## src/rtl/loader_pkg.sv

```systemverilog
// Shared state encodings, framing constants and byte-level helpers for the
// boot-image program loader.
package loader_pkg;

    typedef enum logic [2:0] {
        ST_IDLE     = 3'd0,
        ST_COUNT_LO = 3'd1,
        ST_COUNT_HI = 3'd2,
        ST_DATA     = 3'd3,
        ST_CHECK    = 3'd4,
        ST_RUN      = 3'd5,
        ST_ERROR    = 3'd6
    } state_e;

    localparam int HDR_BYTES  = 2;
    localparam int WORD_BYTES = 4;

    function automatic logic [7:0] csum_update(input logic [7:0] acc, input logic [7:0] data);
        return acc ^ data;
    endfunction

    function automatic logic accepts_bytes(input state_e st);
        logic ok;
        case (st)
            ST_COUNT_LO, ST_COUNT_HI, ST_DATA, ST_CHECK: ok = 1'b1;
            default:                                     ok = 1'b0;
        endcase
        return ok;
    endfunction

endpackage

```

## src/rtl/program_loader_if.sv

```systemverilog
// Byte-stream input and instruction-memory write bus of the program loader.
// The loader owns the master side: it drives in_ready and the write strobe.
interface program_loader_if #(
    parameter int ADDR_WIDTH = 64
) ();
    logic                  in_valid;
    logic [7:0]            in_data;
    logic                  in_ready;
    logic                  im_write_en;
    logic [ADDR_WIDTH-1:0] im_write_address;
    logic [31:0]           im_write_data;

    modport master (
        input  in_valid, in_data,
        output in_ready, im_write_en, im_write_address, im_write_data
    );

    modport slave (
        output in_valid, in_data,
        input  in_ready, im_write_en, im_write_address, im_write_data
    );
endinterface

```

## src/rtl/program_loader_word_assembler.sv

```systemverilog
// Collects four stream bytes (least-significant first) into a 32-bit word and
// flags the byte that completes it.
module word_assembler
    import loader_pkg::*;
(
    input  logic        clock,
    input  logic        reset,
    input  logic        byte_en,
    input  logic [7:0]  byte_data,
    output logic [31:0] word_next,
    output logic        word_complete
);

    // Only the first three bytes are held; the fourth is merged on the fly.
    logic [23:0] shift_r;
    logic [1:0]  idx_r;

    // Shift accepted bytes in and track the position within the word.
    always_ff @(posedge clock or negedge reset) begin
        if (!reset) begin
            shift_r <= 24'd0;
            idx_r   <= 2'd0;
        end else if (byte_en) begin
            shift_r <= {byte_data, shift_r[23:8]};
            idx_r   <= idx_r + 2'd1;
        end
    end

    // Present the assembled word and completion flag.
    always_comb begin
        word_next     = {byte_data, shift_r};
        word_complete = byte_en && (idx_r == 2'(WORD_BYTES - 1));
    end

endmodule

```

## src/rtl/program_loader.sv

```systemverilog
// Boot loader: parses a counted, checksummed byte stream into instruction
// memory writes and releases the core once the image verifies.
module program_loader
    import loader_pkg::*;
#(
    parameter int                    ADDR_WIDTH = 64,
    parameter logic [ADDR_WIDTH-1:0] BASE_ADDR  = {ADDR_WIDTH{1'b0}},
    parameter int                    MAX_WORDS  = 1024
) (
    input  logic             clock,
    input  logic             reset,
    program_loader_if.master bus,
    output logic             core_hold,
    output logic             done,
    output logic             error,
    output logic [15:0]      words_loaded
);

    state_e                state_r;
    state_e                state_s;
    logic [7:0]            count_lo_r;
    logic [15:0]           count_r;
    logic [7:0]            csum_r;
    logic [15:0]           words_r;
    logic                  in_ready_r;
    logic                  we_r;
    logic [ADDR_WIDTH-1:0] addr_r;
    logic [31:0]           data_r;
    logic                  core_hold_r;
    logic                  done_r;
    logic                  error_r;

    logic                  transfer_s;
    logic                  data_byte_s;
    logic [15:0]           count_hdr_s;
    logic                  last_word_s;
    logic [ADDR_WIDTH-1:0] write_addr_s;
    logic [31:0]           word_next_s;
    logic                  word_complete_s;

    word_assembler u_assembler (
        .clock         (clock),
        .reset         (reset),
        .byte_en       (data_byte_s),
        .byte_data     (bus.in_data),
        .word_next     (word_next_s),
        .word_complete (word_complete_s)
    );

    // Handshake decode, header count and the next write address.
    always_comb begin
        transfer_s   = bus.in_valid && in_ready_r;
        data_byte_s  = transfer_s && (state_r == ST_DATA);
        count_hdr_s  = {bus.in_data, count_lo_r};
        last_word_s  = ((words_r + 16'd1) == count_r);
        write_addr_s = BASE_ADDR + ADDR_WIDTH'({words_r, 2'b00});
    end

    // Next-state logic; without a transfer every state holds.
    always_comb begin
        state_s = state_r;
        case (state_r)
            ST_IDLE: state_s = ST_COUNT_LO;
            ST_COUNT_LO: begin
                if (transfer_s) state_s = ST_COUNT_HI;
                else            state_s = state_r;
            end
            ST_COUNT_HI: begin
                if (!transfer_s)                                 state_s = state_r;
                else if ({1'b0, count_hdr_s} > 17'(MAX_WORDS))   state_s = ST_ERROR;
                else if (count_hdr_s == 16'd0)                   state_s = ST_CHECK;
                else                                             state_s = ST_DATA;
            end
            ST_DATA: begin
                if (word_complete_s && last_word_s) state_s = ST_CHECK;
                else                                state_s = state_r;
            end
            ST_CHECK: begin
                if (!transfer_s)                state_s = state_r;
                else if (bus.in_data == csum_r) state_s = ST_RUN;
                else                            state_s = ST_ERROR;
            end
            ST_RUN:   state_s = ST_RUN;
            ST_ERROR: state_s = ST_ERROR;
            default:  state_s = ST_ERROR;
        endcase
    end

    // State register with status outputs registered from the next state.
    always_ff @(posedge clock or negedge reset) begin
        if (!reset) begin
            state_r     <= ST_IDLE;
            in_ready_r  <= 1'b0;
            core_hold_r <= 1'b1;
            done_r      <= 1'b0;
            error_r     <= 1'b0;
        end else begin
            state_r     <= state_s;
            in_ready_r  <= accepts_bytes(state_s);
            core_hold_r <= (state_s != ST_RUN);
            done_r      <= (state_s == ST_RUN);
            error_r     <= (state_s == ST_ERROR);
        end
    end

    // Header capture and running checksum over every byte before the check byte.
    always_ff @(posedge clock or negedge reset) begin
        if (!reset) begin
            count_lo_r <= 8'd0;
            count_r    <= 16'd0;
            csum_r     <= 8'd0;
        end else if (transfer_s) begin
            if (state_r == ST_COUNT_LO) count_lo_r <= bus.in_data;
            if (state_r == ST_COUNT_HI) count_r    <= count_hdr_s;
            if (state_r == ST_COUNT_LO || state_r == ST_COUNT_HI || state_r == ST_DATA) begin
                csum_r <= csum_update(csum_r, bus.in_data);
            end
        end
    end

    // One-cycle write strobe per completed word; address/data hold afterwards.
    always_ff @(posedge clock or negedge reset) begin
        if (!reset) begin
            we_r    <= 1'b0;
            addr_r  <= {ADDR_WIDTH{1'b0}};
            data_r  <= 32'd0;
            words_r <= 16'd0;
        end else begin
            we_r <= word_complete_s;
            if (word_complete_s) begin
                addr_r  <= write_addr_s;
                data_r  <= word_next_s;
                words_r <= words_r + 16'd1;
            end
        end
    end

    assign bus.in_ready         = in_ready_r;
    assign bus.im_write_en      = we_r;
    assign bus.im_write_address = addr_r;
    assign bus.im_write_data    = data_r;
    assign core_hold            = core_hold_r;
    assign done                 = done_r;
    assign error                = error_r;
    assign words_loaded         = words_r;

endmodule

```

## src/flat_wrapper.sv

```systemverilog
// flat-port wrapper written by rule: the top's interface ports become plain ports
module program_loader_flat import loader_pkg::*;
#(
    parameter int                    ADDR_WIDTH = 64,
    parameter logic [ADDR_WIDTH-1:0] BASE_ADDR  = {ADDR_WIDTH{1'b0}},
    parameter int                    MAX_WORDS  = 1024
)
  (clock, reset, core_hold, done, error, words_loaded, bus_in_valid, bus_in_data, bus_in_ready, bus_im_write_en, bus_im_write_address, bus_im_write_data);
  program_loader_if #(.ADDR_WIDTH(ADDR_WIDTH)) bus_i ();
  input  logic clock;
  input  logic reset;
  output logic core_hold;
  output logic done;
  output logic error;
  output logic [15:0] words_loaded;
  input wire logic [$bits(bus_i.in_valid)-1:0] bus_in_valid;
  input wire logic [$bits(bus_i.in_data)-1:0] bus_in_data;
  output wire logic [$bits(bus_i.in_ready)-1:0] bus_in_ready;
  output wire logic [$bits(bus_i.im_write_en)-1:0] bus_im_write_en;
  output wire logic [$bits(bus_i.im_write_address)-1:0] bus_im_write_address;
  output wire logic [$bits(bus_i.im_write_data)-1:0] bus_im_write_data;
  assign bus_i.in_valid = bus_in_valid;
  assign bus_i.in_data = bus_in_data;
  assign bus_in_ready = bus_i.in_ready;
  assign bus_im_write_en = bus_i.im_write_en;
  assign bus_im_write_address = bus_i.im_write_address;
  assign bus_im_write_data = bus_i.im_write_data;
  program_loader #(.ADDR_WIDTH(ADDR_WIDTH), .BASE_ADDR(BASE_ADDR), .MAX_WORDS(MAX_WORDS)) u_core (.clock(clock), .reset(reset), .bus(bus_i), .core_hold(core_hold), .done(done), .error(error), .words_loaded(words_loaded));
endmodule
```

## config.mk

```make
export PLATFORM = sky130hd
export DESIGN_NAME = program_loader_flat
export DESIGN_NICKNAME = d
export VERILOG_FILES = /design/src/rtl/loader_pkg.sv /design/src/rtl/program_loader_if.sv /design/src/rtl/program_loader_word_assembler.sv /design/src/rtl/program_loader.sv /design/src/flat_wrapper.sv
export SDC_FILE = /design/constraint.sdc
export NUM_CORES = 1
export LEC_CHECK = 0
export ABC_CLOCK_PERIOD_IN_PS = 2400
export CAP_MARGIN = 20
export CELL_PAD_IN_SITES_DETAIL_PLACEMENT = 0
export CELL_PAD_IN_SITES_GLOBAL_PLACEMENT = 1
export CORE_UTILIZATION = 37
export CTS_CLUSTER_DIAMETER = 200
export DETAILED_ROUTE_END_ITERATION = 12
export GPL_ROUTABILITY_DRIVEN = 1
export PLACE_DENSITY_LB_ADDON = 0.05
export SYNTH_ARGS = -nofsm -noshare
export SYNTH_HDL_FRONTEND = slang
export SYNTH_HIERARCHICAL = 1
export SYNTH_SLANG_ARGS = --single-unit
```

## constraint.sdc

```tcl
create_clock -name clock -period 2.4 [get_ports clock]
set_input_delay 0.24 -clock clock [delete_from_list [all_inputs] [get_ports clock]]
set_output_delay 0.24 -clock clock [all_outputs]
set_load 0.01 [all_outputs]
```

Word-level counts from Yosys, hierarchy flattened

Index checks and enable logic that the tools add are counted.

Reductions and logical operators: 12
Add/sub/neg operators: 2
Equality and inequality tests: 15
Bitwise logic cells: 1
Multiplexer cells: 9
Magnitude comparators: 1

Operators by type and width:

| kind                                                                    | number |
|---|---|
| 3-bit two-way mux                                                       | 6 |
| 3-bit one-hot mux with 6 select lines                                   | 1 |
| 16-bit by 1-bit adder with 16-bit output (second input constant)        | 1 |
| 16-bit == test                                                          | 1 |
| 16-bit by 11-bit > comparator with 1-bit output (second input constant) | 1 |
| 16-bit logical NOT                                                      | 1 |
| 3-bit == test (second input constant)                                   | 5 |
| 3-bit by 2-bit == test with 1-bit output (second input constant)        | 4 |
| 8-bit == test                                                           | 1 |
| 8-bit XOR                                                               | 1 |
| 3-bit by 1-bit == test with 1-bit output (second input constant)        | 2 |
| 2-bit AND reduction                                                     | 3 |
| 1-bit logical AND                                                       | 4 |
| 4-bit OR reduction                                                      | 1 |
| 3-bit logical NOT                                                       | 1 |
| 3-bit inequality test (second input constant)                           | 1 |
| 2-bit by 1-bit adder with 2-bit output (second input constant)          | 1 |
| 2-bit == test (second input constant)                                   | 1 |
| 1-bit logical OR                                                        | 2 |
| 2-bit two-way mux                                                       | 1 |
| 1-bit two-way mux                                                       | 1 |

Output and inout bits: 117
Bits of input ports: 11
Logic and storage cells: 54
Register bits after elaboration: 130

Longest topological paths before layout

Word-level depth: 9
Mapped depth: 12
Mapped depth without buffers: 9

By module

Netlist, hierarchy kept.

By module, submodules not included:

| module         | seq. area each (um2) | area an instance (um2) | instances | cells each |
|---|---|---|---|---|
| program_loader | 2,603.7              | 5,046.1                | 1         | 416 |
| word_assembler | 650.6                | 1,138.6                | 1         | 65 |

Worst setup path before layout

No wires, ideal clock.

Path type: register to register
Start point: register u_core.state_r[2]
End point: register u_core.addr_r[10] (netlist: u_core/bus.im_write_address[10])
Clock period less this slack: 2.508 ns
Stages on the path, launching flop included: 11
Buffers on the path: 5
Setup time: 0.125 ns
Slack: -0.108 ns
Data arrival time: 2.383 ns
Required time: 2.275 ns
Path through: dfrtp_1 -> clkbuf_1 -> nor2b_1 -> nand2_1 -> nor2_1 -> buf_6 -> buf_12 -> and2_1 -> buf_1 -> clkbuf_1 -> mux2_2

Word-level cells in the longest chain between the ends: 3

RTL lines:

| item                                     | line                                | RTL |
|---|---|---|
| start: declaration                       | program_loader.sv:19                | `state_e state_r;` |
| start signal: assignment                 | program_loader.sv:98                | `state_r <= state_s;` |
| 3-bit by 2-bit == test with 1-bit output | program_loader.sv:53                | `data_byte_s = transfer_s && (state_r == ST_DATA);` |
| 1-bit logical AND                        | program_loader.sv:53                |  |
| via u_core.data_byte_s                   | program_loader.sv:34                | `logic data_byte_s;` |
| 1-bit logical AND                        | program_loader_word_assembler.sv:32 | `word_complete = byte_en && (idx_r == 2'(WORD_BYTES - 1));` |
| via u_core.word_complete_s               | program_loader.sv:39                | `logic word_complete_s;` |
| end signal: assignment                   | program_loader.sv:125               | `addr_r <= {ADDR_WIDTH{1'b0}};` |
| end signal: assignment                   | program_loader.sv:131               | `addr_r <= write_addr_s;` |
| end: declaration                         | program_loader.sv:27                | `logic [ADDR_WIDTH-1:0] addr_r;` |

The timed path passes the listed nets, and every way through them passes these cells.
A chain may end at the register's enable or synchronous reset.

Final worst setup path

Start point: register u_core.words_r[8] (netlist: u_core/words_loaded[8])
End point: register u_core.state_r[2]

Word-level cells in the longest chain between the ends: 5

RTL lines:

| item                                     | line                  | RTL |
|---|---|---|
| start: declaration                       | program_loader.sv:24  | `logic [15:0] words_r;` |
| start signal: assignment                 | program_loader.sv:133 | `words_r <= words_r + 16'd1;` |
| 16-bit by 1-bit adder with 16-bit output | program_loader.sv:55  | `last_word_s = ((words_r + 16'd1) == count_r);` |
| 16-bit == test                           | program_loader.sv:55  |  |
| 1-bit logical AND                        | program_loader.sv:75  | `if (word_complete_s && last_word_s) state_s = ST_CHECK;` |
| 3-bit two-way mux                        | program_loader.sv:75  |  |
| 3-bit one-hot mux with 6 select lines    | program_loader.sv:62  | `case (state_r)` |
| via u_core.state_s[2]                    | program_loader.sv:20  | `state_e state_s;` |

The timed path passes the listed nets, and every way through them passes these cells.

==> results.md <==
* Final ANT Viol Nets at 0
* Worst-path clk slew at about 0.05 ns
* Register area share after synthesis at 0.526
* Number of synthesized flops with an enable pin at 0
* Initial antenna violation count at 0
* TritonCTS Buffers at 17
* Fraction of power consumed by combinational cells at 0.267
* Share of cells above drive strength 1 at 0.319
* Min-delay worst type: primary input to asynchronous set/reset pin
* Pre-antenna DRT Iters at 5
* WS Path Type: register to register
* Final hold violation count at 0
* Area Overhead vs Synth at 27.4%
* # port buffers at 79
* Layout Cells excl Fill at 825
* Vias in the first global route at 3882
* Vias at 3855
* Routed length per instance at 16.1 um
* Clk_lat worst skew at about 0.42 ns
* Routed WL at about 13000 um
* Post-synthesis cell type count at just under 50
* Remaining DRCs at 0
* Pwr Total at 8.10 mW
* Cell count after synthesis at 481
* Setup TNS at 0 ns
* Yosys Warn Count at 6
* Width of the die at 131 um
* Critical Path AT at 2.65 ns
* Startpoint types: register
* Synth Flop Type: dfrtp_1
* Fin. max-slew vios at 0
* All-Layer GR Usage at 0.168
* Final Setup Violations at 0
* CP Cell Sequence: xnor2_1, or4_4, a2111oi_4, nand4_1, or4_4, o21ai_2
* Largest net degree at the start of global routing at 65
* Grt total ovfl at 0
* Mean Syn Cell Area at 12.9 um2
* Util after Layout at 0.489
* Outcome: finished, final reports clean
* Clock Skew at 0.00706 ns
* Net switching power at 2.25 mW
* Initial Utilization at 0.384
* Fmax at 434 MHz
* Number of register bits inferred by synthesis at 130
* Most used cell, CP: or4_4
* Critical path fanouts, max at 4
* Static leakage at around 3.5 nW
* Worst EP required at between 2 and 3 ns
* Ports at ~130
* Post-DP Area at 7240 um2
* Routability Congestion at about 0.81
* Antenna cells at 0
* Post-Syn Area at between 6000 and 7000 um2
* Max transition margin at 0.593
* Final instance area at 7880 um2
* CP peak stage delay at around 0.57 ns
* Worst-Margin Slew at 0.610 ns
* First-pass GRT wire length at 21800 um
* Critical-path top delay cell: or4_4
* Sw Share at 0.278
* Initial DRC Count at approximately 200
* Vias per cell at 4.67
* Maxcap violations at 0
* Power share of the clock group at 0.304
* Max VDD drop at around 530 uV
* Die area at around 17000 um2
* Chip height at around 130 um
* # rows at 46
* Final HPWL DP at between 9000 and 10000 um
* Int Pwr at between 5 and 6 mW
* Num Clock Sinks at 130
* Clock tree buffer depth at 2
* Power density over cell area at 1030 nW/um2
* Worst setup EP type: register
* Period utilization at 0.960
* Sequential share of power at 0.429
* CTS tree: built
* H-tree levels at 4
* Final min period at 2.30 ns
* Inst Count DP at 790
* Root buf cell: clkbuf_16
* Core area at 16100 um2
* RSZ-0062 raised after global routing: true
* Fill cell count at 1459
* Final nets at 611
* Fraction of registers with async set/reset at 1.00
==> logic make-up (layout without fill, tap and decap cells) <==
kind of cell	Yosys count	after routing	share of synthesized area
flops	130	130	0.526
buf+inv	81	162	0.0929
mux	98	98	0.189
compound gates	21	21	0.0265
fa+ha+maj	2	2	0.00405
simple gates	92	92	0.0811
xor+xnor	56	56	0.0793
other cells	1	48	0.000606
==> placed cells by master, fill, tap and decap left out, drive strengths merged, types with 6 or more instances in the layout <==
master         instances
nand2                 24
xnor2                 32
conb                  48
mux2                  98
clkdlybuf4s50         78
clkbuf                25
nand4                  7
nor4                  10
nand3                 14
dfrtp                129
xor2                  24
buf                   50
o21ai                  6
nor2                  13
==> worst max-delay path, delay by kind of cell, from the launching register on <==
kind | cells | cell delay (ns)
xor+xnor | 1 | 0.15
compound gates | 2 | 0.42
flops | 1 | 0.43
simple gates | 3 | 1.24
==> path summary, 6_finish.rpt <==
path / from / to / slack [ns] / cells past startpoint
max in group asynchronous: reset / u_core/words_loaded[6] / 1.28 / 3
min in group clock: u_core/csum_r[4] / u_core/csum_r[4] / 0.48 / 1
worst max register to register: u_core/words_loaded[8] / u_core/state_r[2] / 0.1 / 6
worst min-delay path: reset / u_core/bus.im_write_data[3] / 0.40 / 2
worst max-delay path: u_core/words_loaded[8] / u_core/state_r[2] / 0.1 / 6
worst min register to register: u_core/csum_r[4] / u_core/csum_r[4] / 0.48 / 1
==> metrics by stage <==
step / setup slack (ns) / hold WS [ns]
floorplan: -0.108 / -0.0556
global placement: 0.101 / 0.279
detailed placement: 0.0526 / 0.287
CTS: 0.0563 / 0.414
global route: -0.0426 / 0.456
finish: 0.0971 / 0.403
==> Yosys cell counts, types with 2 or more instances <==
library cell	n	area share
xor2_1	24	0.034
mux2_4	18	0.044
buf_4	59	0.072
nand3_1	13	0.011
ha_1	2	0.0040
and3_1	2	0.0020
buf_1	2	0.0012
nor3_1	5	0.0040
inv_1	3	0.0018
o21ai_1	2	0.0016
mux2_2	80	0.15
o21ai_0	4	0.0032
buf_12	2	0.0065
dfrtp_1	129	0.52
o31ai_1	2	0.0024
a31oi_1	3	0.0030
nand2_1	23	0.014
nand3b_1	2	0.0024
nor2b_1	2	0.0020
nor4_1	10	0.010
buf_6	2	0.0036
clkbuf_1	12	0.0073
nor3b_1	2	0.0024
nor2_1	13	0.0079
nand4_1	7	0.0071
xnor2_1	32	0.045
a21o_1	3	0.0036
and2_1	2	0.0020
==> per-layer routing <==
metal  up-vias  routed length (um)  GRT usage
li1       1791                   -          -
met1      1932                6380      0.230
met2       112                6160      0.250
met3        20                 506     0.0374
met4         0                 277     0.0814
met5         -                   0          0
==> final cells by class <==
type | instances | area (um2) | area share
Clock buffer | 25 | 475 | 0.0603
Clock inverter | 5 | 80.1 | 0.0102
Inverter | 3 | 11.3 | 0.00143
Multi-Input combinational cell | 317 | 2590 | 0.329
Sequential cell | 130 | 3260 | 0.413
Tap cell | 216 | 270 | 0.0343
Timing Repair Buffer | 129 | 1190 | 0.152
==> flip-flops by register name (all words and copies together), names as in the netlist <==
register / flops
u_core/bus.im_write_data: 32
u_core/u_assembler/shift_r: 24
u_core/bus.im_write_address: 16
u_core/count_r: 16
u_core/words_loaded: 16
u_core/count_lo_r: 8
u_core/csum_r: 8
u_core/state_r: 3
u_core/u_assembler/idx_r: 2
u_core/bus.im_write_en: 1
u_core/bus.in_ready: 1
u_core/core_hold: 1
u_core/done: 1
u_core/error: 1
==> power groups by stage <==
stage / Clock, mW / Combinational (mW) / Sequential [mW]
floorplan: 0 / 1.23 / 3.47
global placement: 0 / 2.13 / 3.48
detailed placement: 0 / 2.16 / 3.50
CTS: 2.54 / 2.16 / 3.47
global route: 2.65 / 2.35 / 3.59
finish: 2.46 / 2.16 / 3.47
==> repair_timing <==
action,4_1_cts,5_1_grt
hold buffers,1,0
setup buffers,0,4
gates resized for setup,0,12
endpoints found under the hold margin,61,0
endpoints found under the setup margin,0,3
(Power assumes the default switching activity.)
